## src/rtl/line_buffer2uart_fifo.sv

```systemverilog
// rtl/line_buffer2uart_fifo.sv - drains completed line-buffer lines into the UART TX FIFO,
// one byte per pixel, tracking pending lines, frame position and overrun.
module line_buffer2uart_fifo #(
   parameter int PIXELS = 256,
   parameter int LINES  = 256,
   parameter int DATA_W = 8,
   parameter int ADDR_W = 8
) (
   input  logic              clk,
   input  logic              reset,
   input  logic              line_ready,
   output logic              rd_en,
   output logic [1:0]        rd_line,
   output logic [ADDR_W-1:0] rd_addr,
   input  logic [DATA_W-1:0] rd_data,
   input  logic              tx_fifo_full,
   output logic              tx_wr,
   output logic [DATA_W-1:0] tx_data,
   output logic [8:0]        line_counter,
   output logic              busy,
   output logic              frame_done,
   output logic              overrun
);

   typedef enum logic [1:0] {S_IDLE, S_FETCH, S_WRITE} state_t;

   localparam logic [ADDR_W:0] LAST_PIX  = (ADDR_W+1)'(PIXELS - 1);
   localparam logic [8:0]      LAST_LINE = 9'(LINES - 1);

   state_t            state_q, state_d;
   logic [ADDR_W:0]   pixel_cnt_q, pixel_cnt_d;
   logic [2:0]        pending_q, pending_d;
   logic [8:0]        line_cnt_q, line_cnt_d;
   logic              tx_wr_q, tx_wr_d;
   logic [DATA_W-1:0] tx_data_q, tx_data_d;
   logic              frame_done_q, frame_done_d;
   logic              overrun_q, overrun_d;
   logic              leave_idle;

   always_ff @(posedge clk or posedge reset) begin
      if (reset) begin
         state_q      <= S_IDLE;
         pixel_cnt_q  <= '0;
         pending_q    <= '0;
         line_cnt_q   <= '0;
         tx_wr_q      <= 1'b0;
         tx_data_q    <= '0;
         frame_done_q <= 1'b0;
         overrun_q    <= 1'b0;
      end else begin
         state_q      <= state_d;
         pixel_cnt_q  <= pixel_cnt_d;
         pending_q    <= pending_d;
         line_cnt_q   <= line_cnt_d;
         tx_wr_q      <= tx_wr_d;
         tx_data_q    <= tx_data_d;
         frame_done_q <= frame_done_d;
         overrun_q    <= overrun_d;
      end
   end

   always_comb begin
      state_d      = state_q;
      pixel_cnt_d  = pixel_cnt_q;
      line_cnt_d   = line_cnt_q;
      tx_wr_d      = 1'b0;
      tx_data_d    = tx_data_q;
      frame_done_d = 1'b0;
      leave_idle   = 1'b0;

      case (state_q)
         S_IDLE: begin
            if (pending_q != 3'd0) begin
               state_d     = S_FETCH;
               pixel_cnt_d = '0;
               leave_idle  = 1'b1;
            end
         end
         S_FETCH: state_d = S_WRITE;
         S_WRITE: begin
            // rd_data stays valid across a stall since no new read is issued
            if (!tx_fifo_full) begin
               tx_wr_d   = 1'b1;
               tx_data_d = rd_data;
               if (pixel_cnt_q < LAST_PIX) begin
                  pixel_cnt_d = pixel_cnt_q + 1'b1;
                  state_d     = S_FETCH;
               end else begin
                  pixel_cnt_d = '0;
                  state_d     = S_IDLE;
                  if (line_cnt_q == LAST_LINE) begin
                     line_cnt_d   = '0;
                     frame_done_d = 1'b1;
                  end else begin
                     line_cnt_d = line_cnt_q + 9'd1;
                  end
               end
            end
         end
         default: state_d = S_IDLE;
      endcase
   end

   always_comb begin
      pending_d = pending_q;
      overrun_d = overrun_q;
      if (line_ready && !leave_idle) begin
         if (pending_q == 3'd4) overrun_d = 1'b1;
         else                   pending_d = pending_q + 3'd1;
      end else if (!line_ready && leave_idle) begin
         pending_d = pending_q - 3'd1;
      end
   end

   assign rd_en        = (state_q == S_FETCH);
   assign rd_addr      = pixel_cnt_q[ADDR_W-1:0];
   assign rd_line      = line_cnt_q[1:0];
   assign tx_wr        = tx_wr_q;
   assign tx_data      = tx_data_q;
   assign line_counter = line_cnt_q;
   assign busy         = (state_q != S_IDLE);
   assign frame_done   = frame_done_q;
   assign overrun      = overrun_q;

endmodule

```

## config.mk

```make
export PLATFORM = sky130hd
export DESIGN_NAME = line_buffer2uart_fifo
export DESIGN_NICKNAME = d
export VERILOG_FILES = /design/src/rtl/line_buffer2uart_fifo.sv
export SDC_FILE = /design/constraint.sdc
export NUM_CORES = 1
export LEC_CHECK = 0
export CORE_MARGIN = 1.5
export CORE_UTILIZATION = 49
export CTS_CLUSTER_SIZE = 10
export DETAILED_ROUTE_END_ITERATION = 8
export GPL_ROUTABILITY_DRIVEN = 0
export PLACE_DENSITY = 0.77
export SLEW_MARGIN = 30
export SYNTH_ARGS = -nofsm -noshare
export SYNTH_HDL_FRONTEND = slang
export SYNTH_SLANG_ARGS = --single-unit
```

## constraint.sdc

```tcl
create_clock -name clk -period 2.7 [get_ports clk]
set_input_delay 0.405 -clock clk [delete_from_list [all_inputs] [get_ports clk]]
set_output_delay 0.405 -clock clk [all_outputs]
set_load 0.1 [all_outputs]
```

# Word level (Yosys, flattened, before mapping)
# Index checks and enable logic that the tools add are counted.
# op_classes
order_cmp	1
n_eq_ne	7
n_bitwise	2
muxes	20
reduce_logical	15
div	0
n_mul	0
add_sub_neg	4
shifts	0
# op_table
operator	n
9-bit two-way mux	4
9-bit by 1-bit adder with 9-bit output (second input constant)	2
9-bit case mux with 2 select lines	1
9-bit by 8-bit equality test with 1-bit output (second input constant)	1
9-bit by 8-bit less-than comparator with 1-bit output (second input constant)	1
1-bit two-way mux	9
3-bit two-way mux	3
2-bit AND reduction	4
2-bit != test (second input constant)	3
2-bit case mux with 3 select lines	1
3-bit AND reduction	2
2-bit nonzero test	3
2-bit two-way mux	2
3-bit by 1-bit adder with 3-bit output (second input constant)	1
3-bit equality test (second input constant)	1
3-bit nonzero test	1
3-bit by 1-bit subtractor with 3-bit output (second input constant)	1
2-bit by 1-bit equality test with 1-bit output (second input constant)	1
2-bit equality test (second input constant)	1
1-bit logical AND	2
1-bit logical NOT	2
2-bit logical NOT	1
1-bit inverter	2
# word_totals
out_inout_bits	32
word_cells	57
mem_bits_rw	0
in_bits	12
register_bits	34
latch_bits	0
romBits	0
n_memories	0

# Longest topological paths before layout
# Gate-level depths: netlist of the first run.
# depth
depth_word	7
mapped_depth	9
mapped_depth_nobuf	8

# Least setup slack after synthesis of the first run
# No wires, ideal clock.
# synth_timing
kind	register to register
start	reg state_q[1]
end	reg pending_q[1]
t_required_ps	2579
n_path_buf	1
synth_period_minus_slack_ps	2547
arrival_time_ps	2426
path_stages_with_launch	9
slack_ps	153
setup_ps	121
cell_sequence	dfrtp_1 buf_4 nor2_1 inv_1 o21ai_0 fa_1 o21ai_0 a311oi_1 o22a_1
# synth_via
word_cells_on_any_way	9
cone_classes	eq/ne (1); mux (2); reduce/logical (6)
# synth_rtl
element	line	rtl
start: declaration	30	state_t state_q, state_d;
start signal: assignment	51	state_q <= state_d;
2-bit logical NOT	71	case (state_q)
1-bit two-way mux	71	
1-bit logical NOT	107	if (line_ready && !leave_idle) begin
1-bit logical AND	107	
3-bit two-way mux	107	
net pending_d[1]	32	logic [2:0] pending_q, pending_d;
end signal: assignment	53	pending_q <= pending_d;
end: declaration	32	
# The timed path passes the listed nets, and every way through them passes these cells.
# A chain may end at the register's enable or synchronous reset.

# Final worst setup path of the first run
# Same ends and word-level chain as after synthesis.

==> results of run 1 <==
==> per-stage QoR <==
stage / cell area (um^2) / power, uW / worst slack, ps / hold slack, ps
after global routing: 2140 / 2520 / 430 / 508
after global placement: 2080 / 2080 / 496 / 454
final: 2140 / 2390 / 614 / 445
after floorplan: 1750 / 1850 / 153 / 499
after detailed placement: 2080 / 2110 / 447 / 467
after CTS: 2140 / 2410 / 610 / 463
==> area by class of cell <==
cell class	instances	area [um^2]	share of cell area (%)
flip-flops and latches	34	851	39.8
well taps	46	57.6	2.69
clock buffers	7	55.1	2.57
multi-input cells	129	771	36.0
repair buffers	47	380	17.8
inverters	5	18.8	0.878
clock inverters	1	5.00	0.234
==> per-layer routing <==
| layer | GRT usage [%] | up-vias | routed length [um] |
|---|---|---|---|
| met3 | 5.95 | 5 | 185 |
| met4 | 7.50 | 0 | 48 |
| met2 | 33.5 | 43 | 1820 |
| li1 | - | 730 | - |
| met5 | 0 | - | 0 |
| met1 | 25.1 | 702 | 1600 |
==> flip-flops by register name (all words and copies together) (netlist names) <==
register      count
line_counter      9
pixel_cnt_q       9
tx_data           8
pending_q         3
state_q           2
frame_done        1
overrun           1
tx_wr             1
==> worst reg2reg max path: cells and delay by family (launching register included) <==
kind                     cells  cell delay, ps
AO/OA/AOI/OAI                4             630
buffers and inverters        2             310
adder cells (fa/ha/maj)      1             520
flip-flops                   1             490
AND/OR/NAND/NOR              1              80
==> how the worst max path moves through the flow <==
| stage | start | end | slack (ps) |
|---|---|---|---|
| global placement | tx_fifo_full | line_counter[7] | 500 |
| detailed placement | tx_fifo_full | line_counter[7] | 450 |
| CTS | state_q[1] | pending_q[1] | 610 |
| finish | state_q[1] | pending_q[1] | 610 |
| floorplan | state_q[1] | pending_q[1] | 150 |
| global route | state_q[1] | pending_q[2] | 430 |
==> cells by family (layout without fill, tap and decap cells) <==
group	count (synthesis)	after routing	synth area share (%)
buffers and inverters	23	60	7.43
multiplexers	1	1	0.571
adder cells (fa/ha/maj)	3	3	2.57
XOR/XNOR	5	5	2.50
AO/OA/AOI/OAI	42	42	16.9
AND/OR/NAND/NOR	78	78	21.4
flip-flops	34	34	48.6
==> synthesized netlist by cell type (2+ instances only) <==
cell | count | area [um^2]
a22o_1 | 2 | 17.5
xnor2_1 | 3 | 26.3
nor2_1 | 7 | 26.3
a211o_1 | 2 | 17.5
or3_1 | 3 | 18.8
a21oi_1 | 5 | 25.0
clkbuf_1 | 5 | 18.8
ha_1 | 2 | 25.0
nand2_1 | 39 | 146
nor3_1 | 3 | 15.0
dfrtp_1 | 34 | 851
nor4_1 | 5 | 31.3
o22ai_1 | 2 | 12.5
inv_1 | 5 | 18.8
buf_2 | 2 | 10.0
o22a_1 | 2 | 17.5
nand3_1 | 8 | 40.0
o311ai_0 | 2 | 17.5
o21ai_0 | 11 | 55.1
nand4_1 | 2 | 12.5
and4_1 | 4 | 35.0
nor3b_1 | 2 | 15.0
buf_4 | 11 | 82.6
xor2_1 | 2 | 17.5
a21o_1 | 3 | 22.5
==> power groups by stage <==
| stage | registers [uW] | clock network [uW] | logic (uW) |
|---|---|---|---|
| 2_1_floorplan | 1180 | 0 | 671 |
| 3_3_place_gp | 762 | 0 | 1320 |
| 3_5_place_dp | 767 | 0 | 1350 |
| 4_1_cts | 758 | 302 | 1350 |
| 5_1_grt | 781 | 323 | 1420 |
| 6_report | 758 | 293 | 1340 |
==> impl_metrics.py, run 1 <==
metrics = {
    "placed_design": {
        "portBuffers": 43,
        "dp_cells": 261,
        "hpwl_um": 2630,
    },
    "pwr": {
        "vdd_drop_max_mv": 0.620,
        "p_sw_uw": 1300,
        "power_density_mw_per_mm2": 1120,
        "intPower_uw": 1090,
        "netSwitchingFraction_pct": 54.5,
        "power_frac_seq_pct": 31.7,
        "power_frac_comb_pct": 56.0,
        "clkPwrFrac_pct": 12.3,
        "p_leak_uw": 0.00102,
    },
    "critical_path": {
        "cp_cell_sequence": "nor2_1 -> buf_4 -> inv_1 -> o21ai_0 -> fa_1 -> o21ai_0 -> a311oi_1 -> o22a_1",
        "start_kind": "flip-flop",
        "arrival_ps": 2370,
        "r2r-start": "state_q[1]",
        "crit_cells": 8,
        "cpMaxStageDelayCell": "fa_1",
        "r2r_cells": 8,
        "crit_buf_inv": 2,
        "r2r_end": "pending_q[1]",
        "crit_fanout": 9,
        "rrSetupSlack_ps": 610,
        "critPathKind": "reg2reg",
        "crit_path_end_kind": "flip-flop",
        "cpMostUsedCell": "o21ai_0",
        "cp.required_ps": 2980,
        "path_delay_family": "compound AO/OA/AOI/OAI gates",
        "slowest_delay_ps": 520,
    },
    "finish": {
        "fin_nets": 237,
        "antenna_cells": 0,
        "area_growth_pct": 22.1,
        "final_core_util_pct": 63.1,
        "layout-drive-gt1-share_pct": 20.2,
        "mostFrequentLayoutCells": "nand2_1, buf_4, dfrtp_1, o21ai_0, clkdlybuf4s50_1",
        "mostFrequentLayoutCell": "nand2_1",
        "fin_cells": 269,
        "fill_cells": 289,
    },
    "synthesis": {
        "synth.distinct_cells": 45,
        "yosys_warnings": 0,
        "ys_seq_elements": 34,
        "synth_area_mm2": 0.00175,
        "synth-edff-count": 0,
        "synthArstFlopShare_pct": 100,
        "syn_nets": 201,
        "yosys_most_used_dff": "dfrtp_1",
        "avgSynthCellArea_um2": 9.42,
        "seq_area_frac_synth_pct": 48.6,
        "synthCells": 186,
    },
    "sta": {
        "finalSetupViolCount": 0,
        "hold_viol_final": 0,
        "rsz0062_at_grt": "false",
        "tightest_slew_ps": 751,
        "period_needed_ps": 2090,
        "finalSetupTns_ps": 0,
        "slew_headroom_pct": 49.5,
        "timing.final.crit_share_pct": 77.3,
        "slew_violations": 0,
        "fmax_ghz": 0.479,
        "finalClockSkew_ps": 13.0,
    },
    "clock_network": {
        "cts_tree": "done",
        "root_buffer": "clkbuf_4",
        "clock_path_buffers": 2,
        "cts_made_buffers": 5,
        "postCtsSetupBuffers": 0,
        "clock_latency_ps": 340,
        "ctsHoldBuffers": 0,
        "cts.sinks": 34,
        "cts-htree-levels": 2,
        "cts.reportedPaths.clkPinSlew_ps": 110,
        "ctsResizeCount": 0,
    },
    "global_routing": {
        "grtUsageTotal_pct": 20.2,
        "grt_pass1_wl_um": 6370,
        "overflow": 0,
        "grt_max_degree": 35,
        "grt_pass1_vias": 1382,
        "antenna_found_initial": 0,
    },
    "floorplanning": {
        "core_area_mm2": 0.00339,
        "pin_count": 44,
        "die_w_um": 62.8,
        "dieArea_mm2": 0.00394,
        "initial_core_util_pct": 51.7,
        "placementRows": 21,
        "die_h_um": 62.8,
    },
    "routing": {
        "dr.pass1.iters": 4,
        "drc": 0,
        "dr_total_vias": 1480,
        "drtAntennaViolNets": 0,
        "viasPerCell": 5.50,
        "drtIter0Drc": 55,
        "wl_per_cell_um": 13.6,
        "finalWirelength_um": 3660,
    },
    "job": {
        "cap_violations": 0,
    },
    "status": {
        "status": "completed",
    },
    "worst_hold_path": {
        "hp-class": "in2async",
    },
}
No activity file was read; power rests on OpenSTA's default activity.
==> run 2: changes to the inputs <==
--- a/config.mk
+++ b/config.mk
@@ -6,11 +6,11 @@
 export NUM_CORES = 1
 export LEC_CHECK = 0
 export CORE_MARGIN = 1.5
-export CORE_UTILIZATION = 49
+export CORE_UTILIZATION = 44
 export CTS_CLUSTER_SIZE = 10
 export DETAILED_ROUTE_END_ITERATION = 8
 export GPL_ROUTABILITY_DRIVEN = 0
-export PLACE_DENSITY = 0.77
+export PLACE_DENSITY = 0.73
 export SLEW_MARGIN = 30
 export SYNTH_ARGS = -nofsm -noshare
 export SYNTH_HDL_FRONTEND = slang
==> constraint.sdc (replaced) <==
create_clock -name clk -period 1.75 [get_ports clk]
set_input_delay 0.2625 -clock clk [delete_from_list [all_inputs] [get_ports clk]]
set_output_delay 0.2625 -clock clk [all_outputs]
set_load 0.1 [all_outputs]
==> run 2 against run 1 <==
Against the previous run:
- count of clock-buffer cells in the layout did not move
- clock power grew 100%
- clock skew down 11 ps
- utilization grew 12 points
- global-route usage increased by 3.4 points
- cell area rose by 31%
- non-clock buffer count increased by 23
==> impl_metrics.py, run 2 (synthesis results as in run 1) <==
metrics = {
    "finish": {
        "mostFrequentLayoutCells": "nand2_1, buf_12, buf_4, dfrtp_1, clkdlybuf4s50_1",
        "area_growth_pct": 60.3,
        "layout-drive-gt1-share_pct": 37.0,
        "fin_area_mm2": 0.00281,
        "multiInputGateArea_um2": 826,
        "antenna_cells": 0,
        "fill_cells": 257,
        "mostFrequentLayoutCell": "nand2_1",
        "fin_cells": 294,
        "seq_area_um2": 880,
        "fin_nets": 260,
    },
    "sta": {
        "rsz0062_at_grt": "true",
        "fmax_ghz": 0.574,
        "tightest_slew_ps": 431,
        "timing.final.crit_share_pct": 99.5,
        "slew_headroom_pct": 71.3,
        "slew_violations": 0,
        "hold_viol_final": 0,
        "period_needed_ps": 1740,
        "finalSetupViolCount": 0,
        "finalClockSkew_ps": 1.95,
    },
    "pwr": {
        "power_density_mw_per_mm2": 1670,
        "p_leak_uw": 0.00124,
        "vdd_drop_max_mv": 1.46,
        "power_uw": 4690,
    },
    "routing": {
        "dr_total_vias": 1651,
        "routed.top_layer": "met4",
        "viasPerCell": 5.62,
        "drtIter0Drc": 114,
        "drc": 0,
        "wl_met2_um": 2330,
        "dr.pass1.iters": 4,
        "wl_per_cell_um": 15.4,
        "drtAntennaViolNets": 0,
        "route.met3.wl_um": 272,
        "finalWirelength_um": 4540,
        "drt-met1-wl_um": 1830,
    },
    "critical_path": {
        "critPathKind": "reg2reg",
        "cpMostUsedCell": "o21ai_2",
        "start_kind": "flip-flop",
        "arrival_ps": 1920,
        "cp.required_ps": 1930,
        "crit_path_end_kind": "flip-flop",
        "slowest_delay_ps": 470,
        "crit_fanout": 4,
        "cpMaxStageDelayCell": "fa_2",
        "cp_cell_sequence": "nor2_4 -> clkinvlp_4 -> o21ai_2 -> fa_2 -> o21ai_2 -> a311oi_2 -> o22a_1",
    },
    "floorplanning": {
        "dieArea_mm2": 0.00437,
        "pin_count": 44,
        "placementRows": 22,
        "die_w_um": 66.1,
        "core_area_mm2": 0.00374,
        "initial_core_util_pct": 46.8,
        "die_h_um": 66.1,
    },
    "clock_network": {
        "cts_tree": "done",
        "cts-htree-levels": 2,
        "cts.sinks": 34,
        "ctsHoldBuffers": 0,
        "clock_latency_ps": 290,
        "cts.reportedPaths.clkPinSlew_ps": 70,
        "cts_made_buffers": 5,
        "clock_path_buffers": 2,
        "root_buffer": "clkbuf_8",
    },
    "placed_design": {
        "dp_cells": 283,
        "hpwl_um": 3360,
        "placed_area_mm2": 0.00267,
        "portBuffers": 43,
    },
    "global_routing": {
        "grt_max_degree": 35,
        "grt_pass1_vias": 1606,
        "overflow": 0,
        "grt_pass1_wl_um": 7770,
        "grtUsageTotal_pct": 23.6,
        "antenna_found_initial": 0,
    },
    "status": {
        "status": "completed",
    },
    "job": {
        "cap_violations": 0,
    },
    "worst_hold_path": {
        "hp-class": "in2async",
    },
}
## run 2: cell count changes in the layout (fill, tap and decap cells not counted), moves of 2 or more
cell      before  now
buf_12         0   30
buf_4         36   29
dfrtp_2        0    5
o21ai_2        0    2
clkbuf_8       1    6
dfrtp_4        0    6
o21ai_0       11    8
dfrtp_1       34   23
clkbuf_4       5    0
## run 2: area by class of cell
class	count	area share [%]
clock inverter	1	0.178
clock buffer	7	3.07
multi-input combinational	129	29.4
timing repair buffer	70	33.1
tap	48	2.14
inverter	5	0.802
sequential	34	31.3
## run 2: repair_timing
| action | in CTS | in global routing |
|---|---|---|
| pin swaps | 0 | 1 |
| endpoints found under the setup margin | 2 | 7 |
| setup buffers | 1 | 2 |
| resized for setup | 3 | 8 |
## run 2: per-layer routing
metal | vias up | track usage, %
met2 | 61 | 38.9
met4 | 0 | 9.18
met1 | 802 | 29.8
met3 | 15 | 5.79
met5 | - | 0
li1 | 773 | -
## run 2: through the flow
step / setup WS (ps) / utilization (%) / hold WS, ps / setup TNS, ps
floorplan: -561 / - / 368 / -1740
global placement: -124 / 71.2 / 522 / -1050
detailed placement: -180 / 71.2 / 534 / -1730
CTS: 2.10 / 74.1 / 386 / 0
global route: -60.1 / 75.0 / 423 / -93.3
finish: 8.70 / 75.0 / 373 / 0
## run 2: path summary, 6_finish.rpt
kind / from / endpoint / slack (ps) / cells past startpoint
max reg2reg: state_q[1] / pending_q[1] / 9 / 7
min: reset / tx_data[1] / 370 / 3
max in group asynchronous: reset / line_counter[4] / 1040 / 3
min in group clk: rd_data[6] / tx_data[6] / 500 / 3
min reg2reg: tx_data[0] / tx_data[0] / 550 / 2
max: state_q[1] / pending_q[1] / 9 / 7
## run 2: power breakdown
group | switching [uW] | internal (uW)
registers | 186 | 971
clock network | 274 | 317
logic | 1810 | 1140
## run 2: worst max-delay path: cells and delay by family, from the launching register on
kind                       cells  cell delay, ps
and+or+nand+nor                1             140
buffers and inverters          1             110
DFF                            1             440
adders and majority gates      1             470
AOI/OAI and AO/OA              4             470
